### config.mk
export PLATFORM = sky130hd
export DESIGN_NAME = multicycle_controller
export DESIGN_NICKNAME = d
export VERILOG_FILES = /design/src/rtl/multicycle_controller.sv
export SDC_FILE = /design/constraint.sdc
export NUM_CORES = 1
export LEC_CHECK = 0
export ABC_AREA = 1
export CORE_MARGIN = 4
export CORE_UTILIZATION = 36
export CTS_BUF_LIST = sky130_fd_sc_hd__clkbuf_4 sky130_fd_sc_hd__clkbuf_8 sky130_fd_sc_hd__clkbuf_16
export CTS_CLUSTER_DIAMETER = 60
export CTS_CLUSTER_SIZE = 8
export DETAILED_ROUTE_END_ITERATION = 10
export PLACE_DENSITY = 0.74
export SLEW_MARGIN = 20
export SYNTH_ARGS = -nofsm -noshare
export SYNTH_HDL_FRONTEND = slang
export SYNTH_SLANG_ARGS = --single-unit
### constraint.sdc
create_clock -name clk -period 1.2 [get_ports clk]
set_clock_uncertainty 0.2 [all_clocks]
set_input_delay 0.12 -clock clk [delete_from_list [all_inputs] [get_ports clk]]
set_output_delay 0.12 -clock clk [all_outputs]
set_load 0.01 [all_outputs]
### src/rtl/multicycle_controller.sv
// multicycle_controller: control FSM for the 16-bit NITC-RISC24 multicycle
// datapath. The FSM steps through fetch, decode, execute, memory and
// writeback. A mem_ready handshake lets instruction and data memory add
// wait states in FETCH, MEMRD and MEMWR.
//
// Optional feature: define RETIRE_COUNT_EN to add a 16-bit retired-instruction
// counter on output 'retired'. When the macro is not defined there is no
// port and no counter.
//
// state   | meaning
// --------+-------------------------------------------------------------
// FETCH   | read instruction at PC; load IR and PC+2 once memory is ready
// DECODE  | read registers; ALUOut <= branch/jump target
// MEMADR  | ALUOut <= A + signimm (LW/SW effective address)
// MEMRD   | data read at ALUOut; wait for mem_ready
// MEMWB   | rf[instr[8:6]] <= data register
// MEMWR   | data write at ALUOut; memwrite is held until mem_ready
// EXEC    | ALU op on A,B (ADD or NAND)
// ALUWB   | rf[instr[5:3]] <= ALUOut
// BRANCH  | A - B; PC <= ALUOut when equal
// JAL     | r7 <= PC; PC <= jump target
// HALT    | illegal opcode trap; only reset leaves this state
module multicycle_controller #(
  parameter logic [3:0] RESET_STATE = 4'd0
) (
  input  logic        clk,
  input  logic        reset,
  input  logic [3:0]  op,
  input  logic        compare,
  input  logic        mem_ready,
  output logic        pcen,
  output logic        irwrite,
  output logic        regwrite,
  output logic        alusrca,
  output logic        iord,
  output logic        memtoreg,
  output logic        regdst,
  output logic        memwrite,
  output logic [1:0]  alusrcb,
  output logic [1:0]  pcsrc,
  output logic [2:0]  alucontrol,
  output logic        halted,
  output logic [3:0]  state
`ifdef RETIRE_COUNT_EN
  ,
  output logic [15:0] retired
`endif
);

  typedef enum logic [3:0] {
    S_FETCH  = 4'd0,
    S_DECODE = 4'd1,
    S_MEMADR = 4'd2,
    S_MEMRD  = 4'd3,
    S_MEMWB  = 4'd4,
    S_MEMWR  = 4'd5,
    S_EXEC   = 4'd6,
    S_ALUWB  = 4'd7,
    S_BRANCH = 4'd8,
    S_JAL    = 4'd9,
    S_HALT   = 4'd15
  } state_t;

  localparam logic [3:0] OP_ADD = 4'b0000;
  localparam logic [3:0] OP_NDU = 4'b0010;
  localparam logic [3:0] OP_LW  = 4'b0100;
  localparam logic [3:0] OP_SW  = 4'b0101;
  localparam logic [3:0] OP_JAL = 4'b1000;
  localparam logic [3:0] OP_BEQ = 4'b1100;

  localparam logic [2:0] ALU_ADD   = 3'b000;
  localparam logic [2:0] ALU_NAND  = 3'b001;
  localparam logic [2:0] ALU_SUB   = 3'b010;
  localparam logic [2:0] ALU_PASSA = 3'b011;

  state_t state_q, state_d;
  // ALUWB keeps driving the ALU function that EXEC chose.
  logic   alu_nand_q;
  // A completing state hands control back to FETCH in this cycle.
  logic   retire_evt;

  // Next-state selection from the current state, opcode and memory handshake
  always_comb begin
    state_d = state_q;
    case (state_q)
      S_FETCH:  if (mem_ready) state_d = S_DECODE;
      S_DECODE: begin
        case (op)
          OP_LW, OP_SW:   state_d = S_MEMADR;
          OP_ADD, OP_NDU: state_d = S_EXEC;
          OP_BEQ:         state_d = S_BRANCH;
          OP_JAL:         state_d = S_JAL;
          default:        state_d = S_HALT;
        endcase
      end
      S_MEMADR: state_d = (op == OP_SW) ? S_MEMWR : S_MEMRD;
      S_MEMRD:  if (mem_ready) state_d = S_MEMWB;
      S_MEMWB:  state_d = S_FETCH;
      S_MEMWR:  if (mem_ready) state_d = S_FETCH;
      S_EXEC:   state_d = S_ALUWB;
      S_ALUWB:  state_d = S_FETCH;
      S_BRANCH: state_d = S_FETCH;
      S_JAL:    state_d = S_FETCH;
      S_HALT:   state_d = S_HALT;
      default:  state_d = S_HALT;
    endcase
  end

  // An instruction retires when its last state returns control to FETCH
  always_comb begin
    retire_evt = 1'b0;
    case (state_q)
      S_MEMWB, S_ALUWB, S_BRANCH, S_JAL: retire_evt = 1'b1;
      S_MEMWR:                           retire_evt = mem_ready;
      default:                           retire_evt = 1'b0;
    endcase
  end

  // State register plus the ALU function latched in EXEC for ALUWB
  always_ff @(posedge clk) begin
    if (reset) begin
      state_q    <= state_t'(RESET_STATE);
      alu_nand_q <= 1'b0;
    end else begin
      state_q <= state_d;
      if (state_q == S_EXEC) alu_nand_q <= (op == OP_NDU);
    end
  end

`ifdef RETIRE_COUNT_EN
  logic [15:0] retired_q;

  // Count retired instructions; the counter wraps and holds while in HALT
  always_ff @(posedge clk) begin
    if (reset) retired_q <= 16'd0;
    else if (retire_evt) retired_q <= retired_q + 16'd1;
  end

  assign retired = retired_q;
`endif

  // Moore decode of datapath controls; reset forces every output low at once
  always_comb begin
    pcen       = 1'b0;
    irwrite    = 1'b0;
    regwrite   = 1'b0;
    alusrca    = 1'b0;
    iord       = 1'b0;
    memtoreg   = 1'b0;
    regdst     = 1'b0;
    memwrite   = 1'b0;
    alusrcb    = 2'b00;
    pcsrc      = 2'b00;
    alucontrol = ALU_ADD;
    halted     = 1'b0;
    if (!reset) begin
      case (state_q)
        S_FETCH: begin
          alusrcb = 2'b01;
          irwrite = mem_ready;
          pcen    = mem_ready;
        end
        S_DECODE: begin
          alusrcb = 2'b11;
          pcsrc   = (op == OP_JAL) ? 2'b10 : 2'b00;
        end
        S_MEMADR: begin
          alusrca = 1'b1;
          alusrcb = 2'b10;
        end
        S_MEMRD: iord = 1'b1;
        S_MEMWB: begin
          memtoreg = 1'b1;
          regwrite = 1'b1;
        end
        S_MEMWR: begin
          iord     = 1'b1;
          memwrite = 1'b1;
        end
        S_EXEC: begin
          alusrca    = 1'b1;
          alucontrol = (op == OP_NDU) ? ALU_NAND : ALU_ADD;
        end
        S_ALUWB: begin
          regdst     = 1'b1;
          regwrite   = 1'b1;
          alucontrol = alu_nand_q ? ALU_NAND : ALU_ADD;
        end
        S_BRANCH: begin
          alusrca    = 1'b1;
          alucontrol = ALU_SUB;
          pcsrc      = 2'b01;
          pcen       = compare;
        end
        S_JAL: begin
          alucontrol = ALU_PASSA;
          pcsrc      = 2'b10;
          regwrite   = 1'b1;
          pcen       = 1'b1;
        end
        S_HALT:  halted = 1'b1;
        default: halted = 1'b0;
      endcase
    end
  end

  assign state = reset ? 4'd0 : state_q;

endmodule
==> results of run 1 <==
cells in the mapped netlist, drive strengths merged:
cell and n:
nor2 31, nand2 25, nand3 17, inv 16, a21oi 5, dfxtp 5
buf 4, a31oi 3, nand4 2, nor3 2, o21ai 2, and2 1
conb 1, nor4 1, o21bai 1
logic make-up after synthesis:
family / count (synthesis)
DFF: 5
other: 1
buffers and inverters: 20
and+or+nand+nor: 79
AOI/OAI and AO/OA: 11
per-stage QoR:
| step | cells | util, % | cell area [um^2] | TNS, ns |
|---|---|---|---|---|
| after global placement | 192 | 78.8 | 1230 | -12.97 |
| after detailed placement | 192 | 78.8 | 1230 | -13.46 |
| after floorplan | 116 | - | 689 | -0.475 |
==> results.py, run 1 <==
metrics = {
    "outcome": {
        "outcome": "did not finish",
        "failed_stage": "clock tree synthesis",
        "tool.error": "[ERROR DPL-0033] detailed placement checks failed during check placement.",
    },
    "synth": {
        "synth_cell_types": 21,
        "synth_top_area_share_pct": 16.6,
        "synth-simple-area-share_pct": 58.9,
        "avgSynthCellArea_um2": 5.27,
        "synthMuxAreaShare_pct": 0,
        "synthTopCellsByArea": "nor2_1, dfxtp_1, nand2_1",
        "yosysSeqAreaShare_pct": 16.4,
        "synth_area_um2": 612,
        "synth_xor_area_share_pct": 0,
        "synthCells": 116,
        "synth-seq-cells": 5,
        "synth_compound_area_share_pct": 10.0,
        "synth_top_family_by_area": "simple AND/OR/NAND/NOR gates",
        "yosys_warnings": 0,
        "syn-num-nets": 124,
        "synth_top_cell_by_area": "nor2_1",
        "synthAdderAreaFrac_pct": 0,
    },
    "floorplan": {
        "die_y_um": 49.2,
        "top_level_ports": 28,
        "row_count": 14,
        "start_util_pct": 39.2,
        "die_width_um": 49.2,
    },
    "clock_tree": {
        "postCtsSetupBuffers": 12,
        "clockBufferDepth": 2,
        "post_cts_resize_count": 155,
        "cts-root-buf": "clkbuf_4",
        "cts-htree-levels": 1,
        "cts_hold_buf": 0,
        "cts.sinks": 5,
        "numCtsBuffers": 3,
    },
    "placed_design": {
        "port_buffers": 26,
        "gp_congestion": 0.829,
        "hpwl_mm": 1.99,
        "dp_slack_ns": -0.825,
    },
}
==> run 2: changes to the inputs <==
==> config.mk (replaced) <==
export PLATFORM = sky130hd
export DESIGN_NAME = multicycle_controller
export DESIGN_NICKNAME = d
export VERILOG_FILES = /design/src/rtl/multicycle_controller.sv
export SDC_FILE = /design/constraint.sdc
export NUM_CORES = 1
export LEC_CHECK = 0
export ABC_AREA = 1
export CORE_AREA = 4 4 65 67
export DETAILED_ROUTE_END_ITERATION = 10
export DIE_AREA = 0 0 69 71
export PLACE_DENSITY_LB_ADDON = 0.15
export SLEW_MARGIN = 20
export SYNTH_ARGS = -nofsm -noshare
export SYNTH_HDL_FRONTEND = slang
export SYNTH_SLANG_ARGS = --single-unit
==> constraint.sdc (replaced) <==
create_clock -name clk -period 1.55 [get_ports clk]
set_clock_uncertainty 0.2 [all_clocks]
set_input_delay 0.155 -clock clk [delete_from_list [all_inputs] [get_ports clk]]
set_output_delay 0.155 -clock clk [all_outputs]
set_load 0.01 [all_outputs]
==> run 2 against run 1 <==
Effect of this change:
- the flow now finishes, with violations (negative setup slack)
- synthesized area is the same
- synthesized cell count did not move
==> results.py, run 2 <==
metrics = {
    "outcome": {
        "outcome": "complete, but fails checks",
        "violations": "negative setup slack",
    },
    "worst_setup_path": {
        "cp-start-kind": "flip-flop",
        "r2r-end": "state_q[0]$_SDFFE_PP0P_",
        "path_max_fanout": 5,
        "worstReg2RegStart": "state_q[3]$_SDFFE_PP0P_",
        "r2r_cells": 10,
        "worst_setup_path_end_kind": "output pin",
        "worstPathRequired_ns": 1.19,
        "cp.arrival_ns": 1.33,
        "ff2ff_setup_slack_ns": 0,
        "startpoint": "state_q[2]$_SDFFE_PP0P_",
        "crit_type": "reg -> out",
    },
    "sta": {
        "fin_ws_ns": -0.137,
        "period_share_pct": 109,
        "hold_viol": 0,
        "fmax_mhz": 593,
        "rsz0062_at_grt": "true",
        "fin_tns_setup_ns": -0.754,
        "drv_slew": 0,
        "setup_viol": 10,
        "period_minus_slack_ns": 1.69,
    },
    "synth": {
        "synth_top_family_by_area": "simple AND/OR/NAND/NOR gates",
        "avgSynthCellArea_um2": 5.27,
        "synth_top_area_share_pct": 16.6,
        "synth_edf_count": 0,
        "syn-num-nets": 124,
        "synthTopCellsByArea": "nor2_1, dfxtp_1, nand2_1",
        "synthMuxAreaShare_pct": 0,
        "synth_area_um2": 612,
        "async_flop_share_pct": 0,
        "synth.most_common_cell": "nor2_1",
        "synthCells": 116,
        "ys.flop_type": "dfxtp_1",
        "synth_cell_types": 21,
        "synthAdderAreaFrac_pct": 0,
        "synth_xor_area_share_pct": 0,
        "synth_compound_area_share_pct": 10.0,
        "yosys_warnings": 0,
        "synth-seq-cells": 5,
        "synth_top_cell_by_area": "nor2_1",
        "synth-simple-area-share_pct": 58.9,
        "ys_top_cells_by_count": "nor2_1, nand2_1, nand3_1",
        "yosysSeqAreaShare_pct": 16.4,
    },
    "power": {
        "finalPower_w": 0.00221,
        "p_leak_nw": 0.708,
        "power_density_mw_per_mm2": 1550,
        "ir_worst_vdd_mv": 0.340,
    },
    "clock_tree": {
        "cts.sinks": 5,
        "numCtsBuffers": 3,
        "clk_latency_ns": 0.23,
        "clockBufferDepth": 2,
        "path_clk_slew_ns": 0.04,
        "cts-htree-levels": 1,
        "cts-root-buf": "clkbuf_8",
        "cts_tree": "yes",
    },
    "cells_and_area": {
        "largest_registers": "state_q: 4 flops, alu_nand_q: 1 flops",
        "area_growth_syn_to_layout_pct": 133,
        "nets": 196,
        "num-fill-cells": 414,
        "largest_register_ffs": 4,
        "antennaDiodeCount": 0,
        "layout_commonest_cell": "buf_4",
        "mostFrequentLayoutCells": "buf_4, nor2_1, buf_2, nand2_1, nand3_1",
        "drive_gt1_share_pct": 57.8,
        "top_register": "state_q",
        "final_cells": 235,
    },
    "global_routing": {
        "antenna_found_initial": 0,
        "grt_pass1_wl_mm": 4.75,
        "grt_max_degree": 12,
        "grt_pass1_vias": 1058,
        "grtUsageTotal_pct": 11.7,
        "grt-ovfl-total": 0,
    },
    "floorplan": {
        "coreArea_mm2": 0.00363,
        "start_util_pct": 16.8,
        "die_width_um": 69,
        "row_count": 22,
        "top_level_ports": 28,
        "die_area_mm2": 0.00490,
        "die_y_um": 71,
    },
    "route": {
        "drc_errors": 0,
        "vias": 997,
        "ant_nets": 0,
        "vias_per_cell": 4.24,
        "drt-initial-drc-count": 22,
        "routed_wl_mm": 2.82,
        "drtPass1Iterations": 4,
        "wire_per_inst_um": 12.0,
    },
    "placed_design": {
        "hpwl_mm": 2.17,
        "dp_cells": 220,
        "gp_congestion": 0.805,
        "port_buffers": 26,
    },
    "hold_path": {
        "hold_depth": 2,
        "worstHoldStart": "alu_nand_q$_SDFFE_PP0P_",
        "hold_class": "reg -> reg",
        "min_to": "alu_nand_q$_SDFFE_PP0P_",
    },
    "job": {
        "drv_cap": 0,
    },
}
run 2: cell counts after synthesis:
Identical to the previous run, type by type.
run 2: cell families after synthesis:
kind of cell,after synthesis
and+or+nand+nor,79
buffers and inverters,20
AOI/OAI and AO/OA,11
DFF,5
other,1
run 2: per-stage QoR:
stage / worst slack, ns / util [%] / cell area [um^2] / hold slack, ns
after global routing: -0.231 / 39.3 / 1430 / 0.326
after CTS: -0.161 / 36.3 / 1320 / 0.274
final: -0.137 / 39.3 / 1430 / 0.271
after global placement: -0.507 / 32.0 / 1160 / 0.269
after floorplan: 0.0374 / - / 612 / 0.121
after detailed placement: -0.537 / 32.0 / 1160 / 0.268
run 2: metal layers:
metal / track usage [%] / up-vias / share of wire (%)
li1: - / 513 / -
met5: 0 / - / 0
met2: 22.8 / 30 / 55
met3: 1.85 / 2 / 4.0
met1: 12.9 / 452 / 40
met4: 3.69 / 0 / 0.67
run 2: how the worst max path moves through the flow:
| stage | slack (ns) | depth (start not counted) | to |
|---|---|---|---|
| after global routing | -0.23 | 6 | pcen |
| after floorplan | 0.04 | 5 | pcen |
| final | -0.14 | 5 | alucontrol[0] |
| after global placement | -0.51 | 7 | pcsrc[1] |
| after detailed placement | -0.54 | 7 | alucontrol[0] |
| after CTS | -0.16 | 7 | alucontrol[0] |
run 2: final cells by class:
cell class	count	area, um^2	share of cell area (%)
multi-input combinational	91	586	41.0
timing repair buffer	71	554	38.8
sequential	5	115	8.06
inverter	16	67.6	4.73
tap	48	60.1	4.21
clock buffer	4	45.0	3.16
run 2: report_power, final:
part           leakage (nW)  internal (W)  switching [W]
Sequential           0.0437      0.000193       0.000119
Combinational         0.642      0.000851       0.000803
Clock                0.0228      0.000177      0.0000702
Total                 0.708       0.00122       0.000992
run 2: worst max-delay path, stage by stage (launching register included):
cell	delay (ns)
dfxtp_4	0.41
inv_4	0.06
nor2_4	0.19
nand3_1	0.10
a31oi_1	0.18
buf_2	0.16
run 2: repair_timing:
action / 4_1_cts / 5_1_grt
resized for setup: 112 / 30
hold buffers: 0 / 0
setup endpoints to repair: 22 / 20
pin swaps: 13 / 10
buffers inserted: 9 / 3
Note: power is estimated with default switching activity, not from simulation.
